**src/rtl/seq_alu.sv**
```systemverilog
// seq_alu: sequential integer ALU.
// Base operations complete at the accept edge. Multiply and divide iterate one
// bit per cycle on operand magnitudes, then fix up signs at completion.

module seq_alu #(
  parameter int XLEN  = 64,
  parameter int CNT_W = 7
) (
  input  logic            clk,
  input  logic            rst_n,
  input  logic            valid_i,
  output logic            ready_o,
  input  logic [XLEN-1:0] a,
  input  logic [XLEN-1:0] b,
  input  logic [2:0]      func,
  input  logic            sub_sra,
  input  logic            m_ext,
  input  logic            kill_i,
  output logic [XLEN-1:0] s,
  output logic            out_valid,
  output logic            eq,
  output logic            ls,
  output logic            lu
);

  localparam int SHW = $clog2(XLEN);

  typedef enum logic [1:0] {
    IDLE = 2'd0,
    MUL  = 2'd1,
    DIV  = 2'd2,
    DONE = 2'd3
  } state_e;

  state_e state_q, state_d;

  logic [CNT_W-1:0] count_q, count_d;
  logic [XLEN-1:0]  accHi_q, accHi_d;
  logic [XLEN-1:0]  accLo_q, accLo_d;
  logic [XLEN-1:0]  opB_q, opB_d;
  logic [1:0]       func_q, func_d;
  logic             negRes_q, negRes_d;
  logic             negRem_q, negRem_d;
  logic             zeroDiv_q, zeroDiv_d;
  logic             eqPend_q, eqPend_d;
  logic             lsPend_q, lsPend_d;
  logic             luPend_q, luPend_d;
  logic [XLEN-1:0]  result_q, result_d;
  logic             eq_q, eq_d;
  logic             ls_q, ls_d;
  logic             lu_q, lu_d;

  logic             accept;
  logic             lastStep;
  logic [SHW-1:0]   shamt;
  logic [XLEN-1:0]  sraRes;
  logic [XLEN-1:0]  baseRes;
  logic             cmpEq, cmpLs, cmpLu;
  logic             aSgn, bSgn, aNeg, bNeg;
  logic [XLEN-1:0]  aMag, bMag;

  logic [XLEN:0]     mulSum;
  logic [2*XLEN-1:0] mulProd;
  logic [2*XLEN-1:0] mulFinal;
  logic [XLEN-1:0]   mulRes;

  logic [XLEN:0]    divShift;
  logic             qBit;
  logic [XLEN-1:0]  divDiff, divRem, divQuot;
  logic [XLEN-1:0]  quotRes, remRes, divRes;

  assign ready_o   = (state_q == IDLE);
  assign out_valid = (state_q == DONE);
  assign s         = result_q;
  assign eq        = eq_q;
  assign ls        = ls_q;
  assign lu        = lu_q;

  // A kill in IDLE suppresses the accept on that edge.
  assign accept   = (state_q == IDLE) && valid_i && !kill_i;
  assign lastStep = (count_q == '0);

  assign shamt  = b[SHW-1:0];
  assign sraRes = $signed(a) >>> shamt;
  assign cmpEq  = (a == b);
  assign cmpLs  = ($signed(a) < $signed(b));
  assign cmpLu  = (a < b);

  // Single-cycle base operation result, selected by func.
  always_comb begin
    baseRes = '0;
    case (func)
      3'b000:  baseRes = sub_sra ? (a - b) : (a + b);
      3'b001:  baseRes = a << shamt;
      3'b010:  baseRes = {{(XLEN-1){1'b0}}, cmpLs};
      3'b011:  baseRes = {{(XLEN-1){1'b0}}, cmpLu};
      3'b100:  baseRes = a ^ b;
      3'b101:  baseRes = sub_sra ? sraRes : (a >> shamt);
      3'b110:  baseRes = a | b;
      3'b111:  baseRes = a & b;
      default: baseRes = '0;
    endcase
  end

  // Operand signedness for M ops: mulh s*s, mulhsu s*u, div/rem signed when func[0]=0.
  always_comb begin
    aSgn = 1'b0;
    bSgn = 1'b0;
    if (func[2]) begin
      aSgn = ~func[0];
      bSgn = ~func[0];
    end else begin
      aSgn = (func[1:0] == 2'b01) || (func[1:0] == 2'b10);
      bSgn = (func[1:0] == 2'b01);
    end
  end

  assign aNeg = aSgn & a[XLEN-1];
  assign bNeg = bSgn & b[XLEN-1];
  assign aMag = aNeg ? -a : a;
  assign bMag = bNeg ? -b : b;

  // Shift-add step: {accHi,accLo} holds partial product over remaining multiplier bits.
  always_comb begin
    mulSum   = {1'b0, accHi_q} + (accLo_q[0] ? {1'b0, opB_q} : '0);
    mulProd  = {mulSum, accLo_q[XLEN-1:1]};
    mulFinal = negRes_q ? -mulProd : mulProd;
    mulRes   = (func_q == 2'b00) ? mulFinal[XLEN-1:0] : mulFinal[2*XLEN-1:XLEN];
  end

  // Restoring division step: accHi is the partial remainder, accLo shifts dividend out and quotient in.
  always_comb begin
    divShift = {accHi_q, accLo_q[XLEN-1]};
    qBit     = (divShift >= {1'b0, opB_q});
    divDiff  = divShift[XLEN-1:0] - opB_q;
    divRem   = qBit ? divDiff : divShift[XLEN-1:0];
    divQuot  = {accLo_q[XLEN-2:0], qBit};
    quotRes  = zeroDiv_q ? '1 : (negRes_q ? -divQuot : divQuot);
    remRes   = negRem_q ? -divRem : divRem;
    divRes   = func_q[1] ? remRes : quotRes;
  end

  // Next-state logic; kill wins over step completion.
  always_comb begin
    state_d = state_q;
    case (state_q)
      IDLE: begin
        if (accept) begin
          if (!m_ext)       state_d = DONE;
          else if (func[2]) state_d = DIV;
          else              state_d = MUL;
        end
      end
      MUL, DIV: begin
        if (kill_i)        state_d = IDLE;
        else if (lastStep) state_d = DONE;
      end
      DONE:    state_d = IDLE;
      default: state_d = IDLE;
    endcase
  end

  // Datapath next values: operand capture at accept, one iteration per busy cycle, result write at completion.
  always_comb begin
    count_d   = count_q;
    accHi_d   = accHi_q;
    accLo_d   = accLo_q;
    opB_d     = opB_q;
    func_d    = func_q;
    negRes_d  = negRes_q;
    negRem_d  = negRem_q;
    zeroDiv_d = zeroDiv_q;
    eqPend_d  = eqPend_q;
    lsPend_d  = lsPend_q;
    luPend_d  = luPend_q;
    result_d  = result_q;
    eq_d      = eq_q;
    ls_d      = ls_q;
    lu_d      = lu_q;
    case (state_q)
      IDLE: begin
        if (accept) begin
          if (!m_ext) begin
            result_d = baseRes;
            eq_d     = cmpEq;
            ls_d     = cmpLs;
            lu_d     = cmpLu;
          end else begin
            count_d   = CNT_W'(XLEN - 1);
            func_d    = func[1:0];
            accHi_d   = '0;
            accLo_d   = func[2] ? aMag : bMag;
            opB_d     = func[2] ? bMag : aMag;
            negRes_d  = aNeg ^ bNeg;
            negRem_d  = aNeg;
            zeroDiv_d = func[2] & (b == '0);
            eqPend_d  = cmpEq;
            lsPend_d  = cmpLs;
            luPend_d  = cmpLu;
          end
        end
      end
      MUL: begin
        if (!kill_i) begin
          accHi_d = mulProd[2*XLEN-1:XLEN];
          accLo_d = mulProd[XLEN-1:0];
          if (lastStep) begin
            result_d = mulRes;
            eq_d     = eqPend_q;
            ls_d     = lsPend_q;
            lu_d     = luPend_q;
          end else begin
            count_d = count_q - CNT_W'(1);
          end
        end
      end
      DIV: begin
        if (!kill_i) begin
          accHi_d = divRem;
          accLo_d = divQuot;
          if (lastStep) begin
            result_d = divRes;
            eq_d     = eqPend_q;
            ls_d     = lsPend_q;
            lu_d     = luPend_q;
          end else begin
            count_d = count_q - CNT_W'(1);
          end
        end
      end
      default: ;
    endcase
  end

  // State and datapath registers, cleared asynchronously while rst_n is low.
  always_ff @(posedge clk or negedge rst_n) begin
    if (!rst_n) begin
      state_q   <= IDLE;
      count_q   <= '0;
      accHi_q   <= '0;
      accLo_q   <= '0;
      opB_q     <= '0;
      func_q    <= '0;
      negRes_q  <= 1'b0;
      negRem_q  <= 1'b0;
      zeroDiv_q <= 1'b0;
      eqPend_q  <= 1'b0;
      lsPend_q  <= 1'b0;
      luPend_q  <= 1'b0;
      result_q  <= '0;
      eq_q      <= 1'b0;
      ls_q      <= 1'b0;
      lu_q      <= 1'b0;
    end else begin
      state_q   <= state_d;
      count_q   <= count_d;
      accHi_q   <= accHi_d;
      accLo_q   <= accLo_d;
      opB_q     <= opB_d;
      func_q    <= func_d;
      negRes_q  <= negRes_d;
      negRem_q  <= negRem_d;
      zeroDiv_q <= zeroDiv_d;
      eqPend_q  <= eqPend_d;
      lsPend_q  <= lsPend_d;
      luPend_q  <= luPend_d;
      result_q  <= result_d;
      eq_q      <= eq_d;
      ls_q      <= ls_d;
      lu_q      <= lu_d;
    end
  end

endmodule

```
**config.mk**
```make
export PLATFORM = sky130hd
export DESIGN_NAME = seq_alu
export DESIGN_NICKNAME = d
export VERILOG_FILES = /design/src/rtl/seq_alu.sv
export SDC_FILE = /design/constraint.sdc
export NUM_CORES = 2
export LEC_CHECK = 0
export ABC_CLOCK_PERIOD_IN_PS = 12700
export BUFFER_PORTS_ARGS = -buffer_cell sky130_fd_sc_hd__buf_2
export CAP_MARGIN = 10
export CORE_MARGIN = 2
export CORE_UTILIZATION = 35
export DETAILED_ROUTE_END_ITERATION = 8
export PLACE_DENSITY = 0.57
export SYNTH_ARGS = -nofsm -noshare
export SYNTH_HDL_FRONTEND = slang
export SYNTH_SLANG_ARGS = --single-unit
```
**constraint.sdc**
```tcl
create_clock -name clk -period 12.7 [get_ports clk]
set_clock_uncertainty 0.15 [all_clocks]
set_input_delay 2.54 -clock clk [delete_from_list [all_inputs] [get_ports clk]]
set_output_delay 2.54 -clock clk [all_outputs]
set_load 0.01 [all_outputs]
```
==> qor.yml <==
job:
  max-cap-violations: 0
synth:
  synth-edff-count: 0
  ys_dominant_reg_cell: "dfrtp_1"
  syn_area_sq_um: 52700
  async_reset_ff_share_pct: 100
  synth.avg_cell_area_sq_um: 6.74
  yosysSeqAreaShare_pct: 13.1
  ys_ff_latch: 276
  synth_cell_types: 117
  syn-num-nets: 8298
  syn_inst: 7822
  yosysWarnings: 0
sta:
  timing.slew.headroom_pct: 8.09
  setup_tns_ps: 0
  tightest_slew_ps: 1360
  post-route-min-period_ps: 8140
  period_share_pct: 64.1
  finalSetupViolations: 0
  rsz0062_at_grt: "no"
  drv_slew: 0
  final-hold-violation-count: 0
  max_clock_freq_ghz: 0.123
critical_path:
  r2r_end: "s[61]"
  crit_chain: "buf_4 > inv_1 > ha_1 > inv_1 > fa_1 > nor2b_1 > inv_1 > nor4_1 > o221ai_1 > a2111oi_0 > o2111ai_1 > o31a_1 > nor4_4 > nand4_2 > nor3_1 > a31oi_1 > xnor2_1 > a221oi_1 > o221a_2"
  worstPathRequired_ps: 13050
  reg2reg_slack_ps: 4560
  startpoint_type: "flip-flop"
  crit_top_cell: "inv_1"
  crit_path_max_incr_delay_ps: 860
  endpoint_kind: "flip-flop"
  critPathKind: "reg2reg"
  r2r.worst_path.cells: 19
  r2r-start: "accLo_q[63]"
  cpLargestDelayFamily: "compound AO/OA/AOI/OAI gates"
  cp_max_fo: 10
  setup.worst_path.start: "accLo_q[63]"
  crit_buf_inv: 4
  slowest_stage: "a221oi_1"
  critPathArrivalTime_ps: 8490
routing:
  wire_per_inst_um: 32.2
  vias: 63400
  drt_pass1_iterations: 6
  post-route-drc-count: 0
  wl_um: 309000
  viasPerCell: 6.59
  antenna_left: 0
  drt-initial-drc-count: 8305
min_path:
  hold_depth: 2
  hold_start: "opB_q[13]"
  min_to: "opB_q[13]"
  hold_class: "reg2reg"
floorplan:
  fp.dieW_um: 392
  core-area_sq_um: 150000
  die_h_um: 392
  die_area_sq_um: 154000
  io_pins: 206
  start_util_pct: 35.2
  rows: 142
global_route:
  antenna_found_initial: 24
  grt_use_total_pct: 38.7
  grt_pass1_wl_um: 435000
  gr-total-overflow: 0
  first_global_vias: 58600
  grt_max_degree: 185
place:
  place_area_sq_um: 55000
  dp_hpwl_um: 247000
  port_buffers: 205
  place_congestion: 1.03
clock_tree:
  postCtsSetupBuffers: 0
  clk_latency_ps: 580
  cts-root-buf: "clkbuf_16"
  cts_made_buffers: 36
  cts_resized: 0
  clock-sinks: 276
  htreeDepth: 2
  cts_hold_buf: 0
  cts_buffer_depth: 3
  clk_pin_slew_ps: 70
  cts_tree: "built"
power:
  power.density_nw_per_um2: 293
  vdd_drop_max_mv: 0.188
  p_leak_nw: 23.1
cells_and_area:
  seqCellArea_sq_um: 6910
  layout-drive-gt1-share_pct: 7.33
  fin_util_pct: 37.5
  final_area_sq_um: 56200
  area_growth_syn_to_layout_pct: 6.57
  final_cell_mix: "903 x nor2_1, 846 x nand2_1, 823 x o21ai_0, 730 x a21oi_1, 358 x xnor2_1"
  fillCellCount: 16400
  multi_input_area_sq_um: 42200
  final_nets: 8044
  mostFrequentLayoutCell: "nor2_1"
outcome:
  status: "completed"
[area by class of cell]
class	count	area share, %
clock buffers	48	1.81
flip-flops and latches	276	12.3
clock inverters	11	0.303
diodes	9	0.0401
inverters	322	2.17
well taps	2016	4.49
repair buffers	337	3.70
multi-input cells	6595	75.2
[metal layers]
metal | GRT usage (%) | up-vias | wire, um
met5 | 0 | - | 46
li1 | - | 28200 | -
met4 | 20.7 | 10 | 19700
met2 | 58.7 | 3668 | 132000
met3 | 5.87 | 647 | 27700
met1 | 52.6 | 30900 | 130000
[how the worst max path moves through the flow]
stage / endpoint / slack (ps) / cells after the start
final: s[61] / 4560 / 19
after global routing: s[62] / 4220 / 18
after CTS: s[62] / 4810 / 18
after detailed placement: s[62] / 4230 / 18
after global placement: ls / 4330 / 18
after floorplan: s[62] / 5100 / 21
[where the power goes]
part | switching [W] | internal [W] | leakage [nW]
clock | 0.000469 | 0.000643 | 0.578
combinational | 0.00928 | 0.00405 | 19.0
sequential | 0.000733 | 0.00128 | 3.49
total | 0.0105 | 0.00598 | 23.1
[worst min-delay path, cell delays in order (launching register included)]
cell and delay, ps:
dfrtp_1 340, nand2_1 50, o21ai_0 60
[sequential cells by signal, summed over array words and instances (netlist names), 2 cells and up]
signal,cells
state_q,2
accLo_q,64
opB_q,64
s,64
count_q,7
func_q,2
accHi_q,64
[cells in the mapped netlist, types with 99 or more instances]
cell	count	area share [%]
a221oi_1	100	1.7
inv_1	316	2.3
xnor2_1	358	5.9
nand3_1	114	1.1
nor3_1	158	1.5
xor2_1	143	2.4
o21ai_0	825	7.8
a211oi_1	100	1.4
ha_1	335	8.0
o211ai_1	112	1.6
a21o_1	107	1.5
mux2i_1	252	4.8
dfrtp_1	276	13
o31ai_1	103	1.5
a21oi_1	731	6.9
nand4_1	99	1.2
nor2_1	907	6.5
clkbuf_1	523	3.7
nand2_1	848	6.0
[through the flow]
step / hold WS [ps] / total power [W] / std cells / setup WS (ps)
finish: 330 / 0.0165 / 9614 / 4560
global route: 353 / 0.0173 / 9606 / 4220
CTS: 332 / 0.0159 / 9605 / 4810
detailed placement: 319 / 0.0147 / 9546 / 4230
global placement: 310 / 0.0147 / 9545 / 4330
floorplan: 299 / 0.0100 / 7822 / 5100
[cells by family after synthesis]
| kind of cell | after synthesis | share of synthesized area, % |
|---|---|---|
| AOI/OAI and AO/OA | 2831 | 34.3 |
| and+or+nand+nor | 2629 | 23.0 |
| buffers and inverters | 951 | 7.06 |
| xor gates and xnor gates | 501 | 8.32 |
| adders and majority gates | 339 | 8.10 |
| muxes | 295 | 6.17 |
| DFF | 276 | 13.1 |
No activity file was read; power rests on OpenSTA's default activity.
